==> config.mk <==
export PLATFORM = sky130hd
export DESIGN_NAME = npu_host_sequencer
export DESIGN_NICKNAME = d
export VERILOG_FILES = /design/src/rtl/npu_host_sequencer.sv
export SDC_FILE = /design/constraint.sdc
export NUM_CORES = 1
export LEC_CHECK = 0
export CELL_PAD_IN_SITES_DETAIL_PLACEMENT = 0
export CELL_PAD_IN_SITES_GLOBAL_PLACEMENT = 1
export CORE_MARGIN = 2
export CORE_UTILIZATION = 28
export DETAILED_ROUTE_END_ITERATION = 16
export PLACE_DENSITY = 0.86
export SKIP_CTS_REPAIR_TIMING = 1
export SLEW_MARGIN = 40
export SYNTH_ARGS = -nofsm -noshare
export SYNTH_HDL_FRONTEND = slang
export SYNTH_SLANG_ARGS = --single-unit
export TNS_END_PERCENT = 30
==> constraint.sdc <==
create_clock -name clk -period 3.3 [get_ports clk]
set_clock_uncertainty 0.15 [all_clocks]
set_input_delay 0.99 -clock clk [delete_from_list [all_inputs] [get_ports clk]]
set_output_delay 0.99 -clock clk [all_outputs]
set_load 0.005 [all_outputs]
==> src/rtl/npu_host_sequencer.sv <==
`default_nettype none
// ============================================================================
// Module      : npu_host_sequencer
// Description : Host-side NPU bus master: config header, weight/input stream,
//               compute wait, result read-out. Option: NPU_SEQ_READY_WAIT_EN.
// Revision    : 1.0
// ============================================================================
module npu_host_sequencer #(
  parameter int DATA_W    = 32,
  parameter int WCNT_W    = 12,
  parameter int CALC_WAIT = 5
) (
  input  logic              clk,
  input  logic              rst,
  input  logic              start,
  input  logic [1:0]        cfg_num_layers,
  input  logic [4:0]        cfg_num_in,
  input  logic [4:0]        cfg_num_h1,
  input  logic [4:0]        cfg_num_h2,
  input  logic [4:0]        cfg_num_out,
  input  logic              cfg_act,
  input  logic [WCNT_W-1:0] cfg_num_w,
  input  logic              src_valid,
  input  logic [DATA_W-1:0] src_data,
  output logic              src_ready,
  output logic              npu_we,
  output logic              npu_oe,
  output logic [DATA_W-1:0] npu_dout,
  output logic              npu_dout_en,
  input  logic [DATA_W-1:0] npu_din,
  input  logic              npu_ready,
  output logic              out_valid,
  output logic [DATA_W-1:0] out_data,
  output logic              out_last,
  input  logic              out_ready,
  output logic              busy,
`ifdef NPU_SEQ_READY_WAIT_EN
  output logic              timeout_flag,
`endif
  output logic              done
);

  localparam int TMO_CYC = 64 * CALC_WAIT;
  localparam int TMO_W   = $clog2(TMO_CYC + 1);
  localparam int CNT_W   = (WCNT_W > TMO_W) ? WCNT_W : TMO_W;

  typedef enum logic [2:0] {
    S_IDLE = 3'd0,
    S_LEAD = 3'd1,
    S_CFG  = 3'd2,
    S_WGT  = 3'd3,
    S_INP  = 3'd4,
    S_CALC = 3'd5,
    S_OUT  = 3'd6,
    S_FIN  = 3'd7
  } state_t;

  state_t            state_q;
  logic [CNT_W-1:0]  cnt_q;
  logic [CNT_W-1:0]  cnt_inc;
  logic [1:0]        layers_q;
  logic [4:0]        num_in_q;
  logic [4:0]        num_h1_q;
  logic [4:0]        num_h2_q;
  logic [4:0]        num_out_q;
  logic              act_q;
  logic [WCNT_W-1:0] num_w_q;
  logic              timeout_q;
  logic              xfer;
  logic [DATA_W-1:0] cfg_word;

  assign cnt_inc = cnt_q + CNT_W'(1);
  assign xfer    = src_ready && src_valid;

  always_comb begin
    cfg_word = '0;
    case (cnt_q[2:0])
      3'd0:    cfg_word[1:0] = layers_q;
      3'd1:    cfg_word[4:0] = num_in_q;
      3'd2:    cfg_word[4:0] = num_h1_q;
      3'd3:    cfg_word[4:0] = num_h2_q;
      3'd4:    cfg_word[4:0] = num_out_q;
      3'd5:    cfg_word[0]   = act_q;
      default: cfg_word      = '0;
    endcase
  end

  always_ff @(posedge clk) begin
    if (rst) begin
      state_q   <= S_IDLE;
      cnt_q     <= '0;
      layers_q  <= '0;
      num_in_q  <= '0;
      num_h1_q  <= '0;
      num_h2_q  <= '0;
      num_out_q <= '0;
      act_q     <= 1'b0;
      num_w_q   <= '0;
      timeout_q <= 1'b0;
    end else begin
      case (state_q)
        S_IDLE: if (start) begin
          layers_q  <= cfg_num_layers;
          num_in_q  <= cfg_num_in;
          num_h1_q  <= cfg_num_h1;
          num_h2_q  <= cfg_num_h2;
          num_out_q <= cfg_num_out;
          act_q     <= cfg_act;
          num_w_q   <= cfg_num_w;
          timeout_q <= 1'b0;
          cnt_q     <= '0;
          state_q   <= S_LEAD;
        end
        S_LEAD: begin
          cnt_q   <= '0;
          state_q <= S_CFG;
        end
        S_CFG: if (cnt_q == CNT_W'(5)) begin
          cnt_q   <= '0;
          state_q <= (num_w_q == '0) ? S_INP : S_WGT;
        end else begin
          cnt_q <= cnt_inc;
        end
        S_WGT: if (xfer) begin
          if (cnt_inc == CNT_W'(num_w_q)) begin
            cnt_q   <= '0;
            state_q <= S_INP;
          end else begin
            cnt_q <= cnt_inc;
          end
        end
        S_INP: if (xfer) begin
          if (cnt_q == CNT_W'(num_in_q)) begin
            cnt_q   <= '0;
            state_q <= S_CALC;
          end else begin
            cnt_q <= cnt_inc;
          end
        end
`ifdef NPU_SEQ_READY_WAIT_EN
        // npu_ready is ignored in the first compute cycle; the cap forces progress.
        S_CALC: if ((cnt_q != '0) && npu_ready) begin
          cnt_q   <= '0;
          state_q <= S_OUT;
        end else if (cnt_inc == CNT_W'(TMO_CYC)) begin
          cnt_q     <= '0;
          timeout_q <= 1'b1;
          state_q   <= S_OUT;
        end else begin
          cnt_q <= cnt_inc;
        end
`else
        S_CALC: if (cnt_inc == CNT_W'(CALC_WAIT)) begin
          cnt_q   <= '0;
          state_q <= S_OUT;
        end else begin
          cnt_q <= cnt_inc;
        end
`endif
        S_OUT: if (out_ready) begin
          if (cnt_q == CNT_W'(num_out_q)) begin
            cnt_q   <= '0;
            state_q <= S_FIN;
          end else begin
            cnt_q <= cnt_inc;
          end
        end
        S_FIN: state_q <= S_IDLE;
        default: state_q <= S_IDLE;
      endcase
    end
  end

`ifdef NPU_SEQ_READY_WAIT_EN
  assign timeout_flag = timeout_q;
`else
  logic unused_ready;
  assign unused_ready = npu_ready ^ timeout_q;
`endif

  assign src_ready   = (state_q == S_WGT) || (state_q == S_INP);
  assign npu_we      = (state_q == S_LEAD) || (state_q == S_CFG) || xfer;
  assign npu_dout_en = npu_we;
  assign npu_dout    = (state_q == S_CFG) ? cfg_word :
                       xfer               ? src_data : '0;
  assign npu_oe      = (state_q == S_OUT) && out_ready;
  assign out_valid   = npu_oe;
  assign out_data    = npu_din;
  assign out_last    = npu_oe && (cnt_q == CNT_W'(num_out_q));
  assign busy        = (state_q != S_IDLE);
  assign done        = (state_q == S_FIN);

endmodule
`default_nettype wire

==> results of run 1 <==
## path summary, 6_finish.rpt
check	endpoint	cells after the start	slack, ps	from
setup / recovery	npu_dout[16]	3	20	src_data[16]
hold / removal	num_h2_q[1]	2	310	num_h2_q[1]
setup reg to reg	state_q[0]	11	200	cnt_q[0]
hold reg to reg	num_h2_q[1]	2	310	num_h2_q[1]
## Yosys cell counts, drive strengths merged, types with 2 or more instances
master,count
mux2i,4
nor2,15
clkbuf,25
a32oi,4
a21o,9
nor3,9
and3,32
nor3b,3
nor2b,3
xor2,5
dfxtp,50
o311ai,2
nand4,6
nand2,97
inv,14
xnor2,16
buf,45
o21ai,20
o32ai,2
a222oi,2
a211o,3
nor4b,3
and2,4
a21oi,48
or3,3
a22oi,3
a22o,4
nand3,11
o211ai,2
nor4,9
a31oi,2
and4,2
nand2b,3
ha,6
o31ai,3
o22ai,3
## layout make-up
cell class / instances / area [sq um] / share of cell area (%)
multi-input combinational: 356 / 2180 / 43.4
timing repair buffer: 145 / 1390 / 27.7
sequential: 50 / 1010 / 20.1
tap: 172 / 215 / 4.28
clock buffer: 5 / 125 / 2.49
inverter: 14 / 56.3 / 1.12
clock inverter: 3 / 48.8 / 0.971
## state kept, by name (all words and copies together), names as in the netlist
| register | cells |
|---|---|
| cnt_q | 12 |
| num_w_q | 12 |
| num_h1_q | 5 |
| num_h2_q | 5 |
| num_in_q | 5 |
| num_out_q | 5 |
| state_q | 3 |
| layers_q | 2 |
| act_q | 1 |
## tightest hold or removal path, delay by kind of cell (launching register included)
family	cells	cell delay, ps
AO/OA/AOI/OAI	1	50
flip-flops	1	320
AND/OR/NAND/NOR	1	50
## metrics by stage
stage               setup TNS [ps]  util [%]  setup WS (ps)
floorplan                        0         -            378
global placement             -9290      37.7           -422
detailed placement          -10060      37.7           -424
CTS                         -10230      39.1           -435
global route                     0      40.0           2.99
finish                           0      40.0           20.6
## kinds of logic after synthesis
group,count (synthesis)
compound gates,120
mux,4
fa+ha+maj,6
flops,50
xor+xnor,21
simple gates,205
buf+inv,84
## power by group through the flow
| stage | Sequential, mW | Clock [mW] | Combinational [mW] |
|---|---|---|---|
| after floorplan | 0.775 | 0 | 0.701 |
| after global placement | 0.820 | 0 | 1.07 |
| after detailed placement | 0.824 | 0 | 1.08 |
| after CTS | 0.810 | 0.623 | 1.09 |
| after global routing | 0.834 | 0.646 | 1.24 |
| final | 0.822 | 0.612 | 1.11 |
## metal layers
layer  up-vias  routed length [um]  GRT usage (%)
li1       1856                   -              -
met1      1762                5110           21.4
met2       103                5280           25.3
met3        11                 455           2.32
met4         0                 122           4.39
met5         -                   0              0
==> run_results.csv, run 1 <==
group,metric,value,unit
status,status,"complete, no violations",
detailed_routing,via_count,3732,
die,fp-row-count,41,
critical_path,critPathMaxFanout,1,
synthesis,synth-simple-area-share,28.7,%
timing,period_needed,3280,ps
timing,finalHoldViolations,0,
detailed_routing,drt_iter0_markers,319,
critical_path,crit_path_frequent_cell,"clkdlybuf4s50_1",
synthesis,ys_warn_count,0,
synthesis,yosys.area_share.adder,2.10,%
detailed_routing,ant_nets,0,
timing,hold_slack,312,ps
die,die_area,0.0137,sq mm
clock_tree,root_buffer,"clkbuf_16",
clock_tree,clkTransAtPathRegs,70,ps
timing,fin_crit_sh,99.4,%
synthesis,netlist_instances,490,
clock_tree,cts.sinks,50,
final_layout,fillers,1285,
final_layout,final_area,0.00502,sq mm
die,ios,177,
pwr,switchingPower,928,uW
synthesis,synth_xor_area_share,5.35,%
min_path,hp-class,"register to register",
synthesis,netlist_area,0.00358,sq mm
final_layout,final_cell_count_no_fill,745,
place,hpwlAfterDp,8570,um
critical_path,cp_data_arrival_time,2140,ps
timing,rsz0062_at_grt,"no",
critical_path,cp_cell_sequence,"clkdlybuf4s50_1 -> and3_1 -> clkdlybuf4s50_1",
synthesis,synth_cell_type_count,66,
pwr,intPower,1.62,mW
synthesis,yosysTopAreaCellShare,28.0,%
synthesis,synth_top_area_cell,"dfxtp_1",
global_routing,grt-ovfl-total,0,
synthesis,synth_top_family_by_area,"simple AND/OR/NAND/NOR gates",
clock_tree,cts_buffer_depth,2,
final_layout,diodes,0,
final_layout,mostFrequentLayoutCells,"clkdlybuf4s50_1 (100), nand2_1 (97), a21oi_1 (48)",
final_layout,final_nets,683,
die,fp.dieH,117,um
global_routing,antenna_found_initial,0,
pwr,ir_drop,0.000222,V
place,placed_cells,736,
synthesis,syn-num-nets,601,
critical_path,cpLargestDelayFamily,"buffers and inverters",
critical_path,critPathSlowestCell,"clkdlybuf4s50_1",
die,core_area,0.0126,sq mm
pwr,clock_power_share,24.1,%
synthesis,avgSynthCellArea,7.31,sq um
critical_path,end_kind,"output pin",
place,routabilityCongestion,0.947,
timing,max_slew.worst_pin.slew,481,ps
detailed_routing,wl_per_cell,14.7,um
synthesis,yosys-top-cells-area,"dfxtp_1 (28%), nand2_1 (10%), buf_4 (7.5%)",
pwr,leakagePower,2.11,nW
run,max_cap_violations,0,
place,port_buffers,111,
synthesis,async_flop_share,0,%
pwr,power_frac_comb,43.7,%
critical_path,cpPeakStageDelay,500,ps
pwr,switching_share,36.5,%
synthesis,synth_top_flop_cell,"dfxtp_1",
final_layout,syn_to_final_growth,40.4,%
clock_tree,numCtsBuffers,5,
detailed_routing,remaining_drc_errors,0,
pwr,pwr-share-seq,32.3,%
pwr,p_total,2.55,mW
critical_path,crit_path_start_kind,"input pin",
place,place_area,0.00474,sq mm
synthesis,synth_compound_area_share,21.7,%
global_routing,grt_max_degree,39,
synthesis,synth.mux.area_fraction,1.12,%
timing,slew_headroom,67.6,%
clock_tree,htreeDepth,2,
global_routing,grt_pass1_wl,17200,um
synthesis,ys_ff_latch,50,
clock_tree,tritoncts,"built",
critical_path,worst-setup-path-type,"input pin to output pin",
timing,finalMaxSlewViolations,0,
timing,timing.fmax,305,MHz
final_layout,final_common_cell,"clkdlybuf4s50_1",
synthesis,seq_area_frac_synth,28.0,%
timing,final-setup-viol-count,0,
synthesis,synth_edf_count,0,
clock_tree,clock_latency,290,ps
final_layout,drive_above_1_share,11.9,%
die,start_util,28.5,%
global_routing,grt_util_all_layers,15.5,%
detailed_routing,post_drt_via_cell_ratio,5.01,
global_routing,grt_pass1_vias,3472,
critical_path,required,2160,ps
pwr,power_density,507,mW/mm^2
detailed_routing,wirelength,11000,um
die,die_x,117,um
critical_path,path_buf_inv,2,
detailed_routing,drtPass1Iterations,5,
Power figures use the tool's default switching activity.
==> run 2: changes to the inputs <==
--- a/config.mk
+++ b/config.mk
@@ -5,12 +5,13 @@
 export SDC_FILE = /design/constraint.sdc
 export NUM_CORES = 1
 export LEC_CHECK = 0
-export CELL_PAD_IN_SITES_DETAIL_PLACEMENT = 0
-export CELL_PAD_IN_SITES_GLOBAL_PLACEMENT = 1
+export CELL_PAD_IN_SITES_DETAIL_PLACEMENT = 2
+export CELL_PAD_IN_SITES_GLOBAL_PLACEMENT = 2
 export CORE_MARGIN = 2
-export CORE_UTILIZATION = 28
+export CORE_UTILIZATION = 21
 export DETAILED_ROUTE_END_ITERATION = 16
 export PLACE_DENSITY = 0.86
+export REMOVE_ABC_BUFFERS = 1
 export SKIP_CTS_REPAIR_TIMING = 1
 export SLEW_MARGIN = 40
 export SYNTH_ARGS = -nofsm -noshare
==> run 2 against run 1 <==
Compared with the run above: the flow now finishes with violations (setup timing); cell area grew 1.2%; total power grew 0.69%; clock power shrank 9.0%; sequential share of layout area shrank 0.21 points; register-to-register slack lost 50 ps; core utilization shrank 9.4 points; die area grew 32%; first-iteration DRC count shrank 53%; non-clock buffer count grew 5; sequential power is essentially flat; worst setup slack lost 130 ps; critical endpoint is now npu_oe; highest routed layer unchanged.
==> run_results.csv, run 2 (same netlist as run 1, synthesis figures left out) <==
group,metric,value,unit
status,status,"complete, but fails checks",
status,violations,"setup timing",
critical_path,worst-setup-path-type,"input pin to output pin",
clock_tree,cts_buffer_depth,2,
clock_tree,tritoncts,"built",
pwr,pwr-share-seq,32.0,%
final_layout,final_common_cell,"clkdlybuf4s50_1",
pwr,leakagePower,2.04,nW
timing,finalMaxSlewViolations,0,
detailed_routing,post_drt_via_cell_ratio,4.95,
pwr,ir_drop,0.000212,V
clock_tree,htreeDepth,2,
final_layout,register_area,0.00101,sq mm
critical_path,crit_path_frequent_cell,"clkdlybuf4s50_1",
pwr,power_frac_comb,46.2,%
timing,finalHoldViolations,0,
global_routing,grt-ovfl-total,0,
critical_path,r2r_end,"state_q[0]",
final_layout,postLayoutCoreUtil,30.5,%
detailed_routing,remaining_drc_errors,0,
place,port_buffers,111,
final_layout,diodes,0,
global_routing,antenna_found_initial,0,
final_layout,reg_top3,"cnt_q x12, num_w_q x12",
pwr,intPower,1.56,mW
critical_path,critPathSlowestCell,"clkdlybuf4s50_1",
detailed_routing,wl_per_cell,19.2,um
run,max_cap_violations,0,
detailed_routing,wirelength,15300,um
final_layout,mostFrequentLayoutCells,"clkdlybuf4s50_1 (105), nand2_1 (97), a21oi_1 (48)",
critical_path,crit_path_end,"npu_oe",
detailed_routing,ant_nets,0,
clock_tree,clkTransAtPathRegs,70,ps
clock_tree,clock_latency,300,ps
global_routing,grt_max_degree,36,
global_routing,grt_util_all_layers,16.6,%
critical_path,end_kind,"output pin",
die,die_area,0.0181,sq mm
die,die_x,135,um
timing,fin_crit_sh,103,%
place,pre_cts_slack,-397,ps
detailed_routing,drtPass1Iterations,4,
detailed_routing,via_count,3947,
place,routabilityCongestion,0.865,
final_layout,drive_above_1_share,12.6,%
critical_path,r2r-start,"cnt_q[3]",
global_routing,grt_pass1_vias,4258,
timing,timing.final.ws_setup,-111,ps
min_path,hp-class,"register to register",
die,start_util,21.5,%
pwr,power_density,504,mW/mm^2
die,ios,177,
detailed_routing,drt_iter0_markers,151,
critical_path,required,2160,ps
pwr,switchingPower,1.00,mW
critical_path,crit_path_start_kind,"input pin",
die,fp-row-count,47,
global_routing,grt_pass1_wl,23700,um
critical_path,cpPeakStageDelay,490,ps
timing,max_slew.worst_pin.slew,599,ps
timing,period_needed,3410,ps
critical_path,cp_cell_sequence,"clkdlybuf4s50_1 -> nand2_1 -> nor2_2 -> buf_4 -> clkdlybuf4s50_1",
pwr,switching_share,39.1,%
timing,slew_headroom,59.8,%
critical_path,cp_data_arrival_time,2270,ps
pwr,clock_power_share,21.7,%
timing,timing.fmax,293,MHz
place,hpwlAfterDp,11900,um
clock_tree,root_buffer,"clkbuf_16",
timing,rsz0062_at_grt,"yes",
critical_path,startpoint,"out_ready",
critical_path,reg2regPathDepth,9,
timing,final-setup-viol-count,5,
final_layout,fillers,1885,
die,fp.dieH,135,um
final_layout,syn_to_final_growth,42.0,%
final_layout,final_nets,688,
final_layout,multi_input_area,0.00218,sq mm
critical_path,reg2reg_setup_slack,150,ps
die,core_area,0.0166,sq mm
clock_tree,numCtsBuffers,5,
clock_tree,cts.sinks,50,
critical_path,critPathMaxFanout,2,
==> run 2: changes by cell type in the layout (fill, tap and decap cells not counted), moves of 2 or more <==
cell	previous run	this run
buf_4	33	38
clkdlybuf4s50_1	100	105
dfxtp_2	3	1
dlymetal6s2s_1	10	5
==> run 2: worst min-delay path by stage <==
stage	from	endpoint	cells past startpoint
2_1_floorplan	num_h1_q[0]	num_h1_q[0]	2
3_3_place_gp	num_h2_q[2]	num_h2_q[2]	2
3_5_place_dp	num_h2_q[3]	num_h2_q[3]	2
4_1_cts	num_h2_q[3]	num_h2_q[3]	2
5_1_grt	layers_q[0]	layers_q[0]	2
6_report	num_h1_q[0]	num_h1_q[0]	2
==> run 2: worst max-delay path, delay by kind of cell <==
| kind | cells | cell delay (ps) |
|---|---|---|
| AND/OR/NAND/NOR | 2 | 180 |
| buffers and inverters | 3 | 1100 |
==> run 2: power groups by stage <==
stage / clock network, mW / logic, mW / registers (mW)
after CTS: 0.572 / 1.17 / 0.815
after floorplan: 0 / 0.572 / 0.812
after detailed placement: 0 / 1.16 / 0.827
final: 0.557 / 1.19 / 0.820
after global routing: 0.594 / 1.32 / 0.841
after global placement: 0 / 1.09 / 0.821
==> run 2: area by class of cell <==
type / instances / area share [%]
clock buffers: 6 / 2.73
clock inverters: 2 / 0.320
well taps: 220 / 5.41
multi-input cells: 356 / 42.8
inverters: 14 / 1.03
repair buffers: 150 / 27.8
flip-flops and latches: 50 / 19.9
==> run 2: stage by stage <==
step | instance area, sq um | hold slack (ps) | total power, mW | setup TNS, ps | std cells
floorplan | 3170 | 280 | 1.38 | -565 | 420
global placement | 4840 | 300 | 1.91 | -10310 | 789
detailed placement | 4840 | 305 | 1.99 | -11630 | 789
CTS | 4990 | 315 | 2.56 | -12180 | 797
global route | 5080 | 354 | 2.75 | -2210 | 798
finish | 5080 | 315 | 2.56 | -313 | 798
==> run 2: layer usage <==
layer | share of wire (%) | wire, um | GRT usage, %
met1 | 43 | 6570 | 19.7
met3 | 6.1 | 938 | 4.65
met2 | 50 | 7650 | 29.1
met5 | 0 | 0 | 2.50
met4 | 1.3 | 193 | 4.33
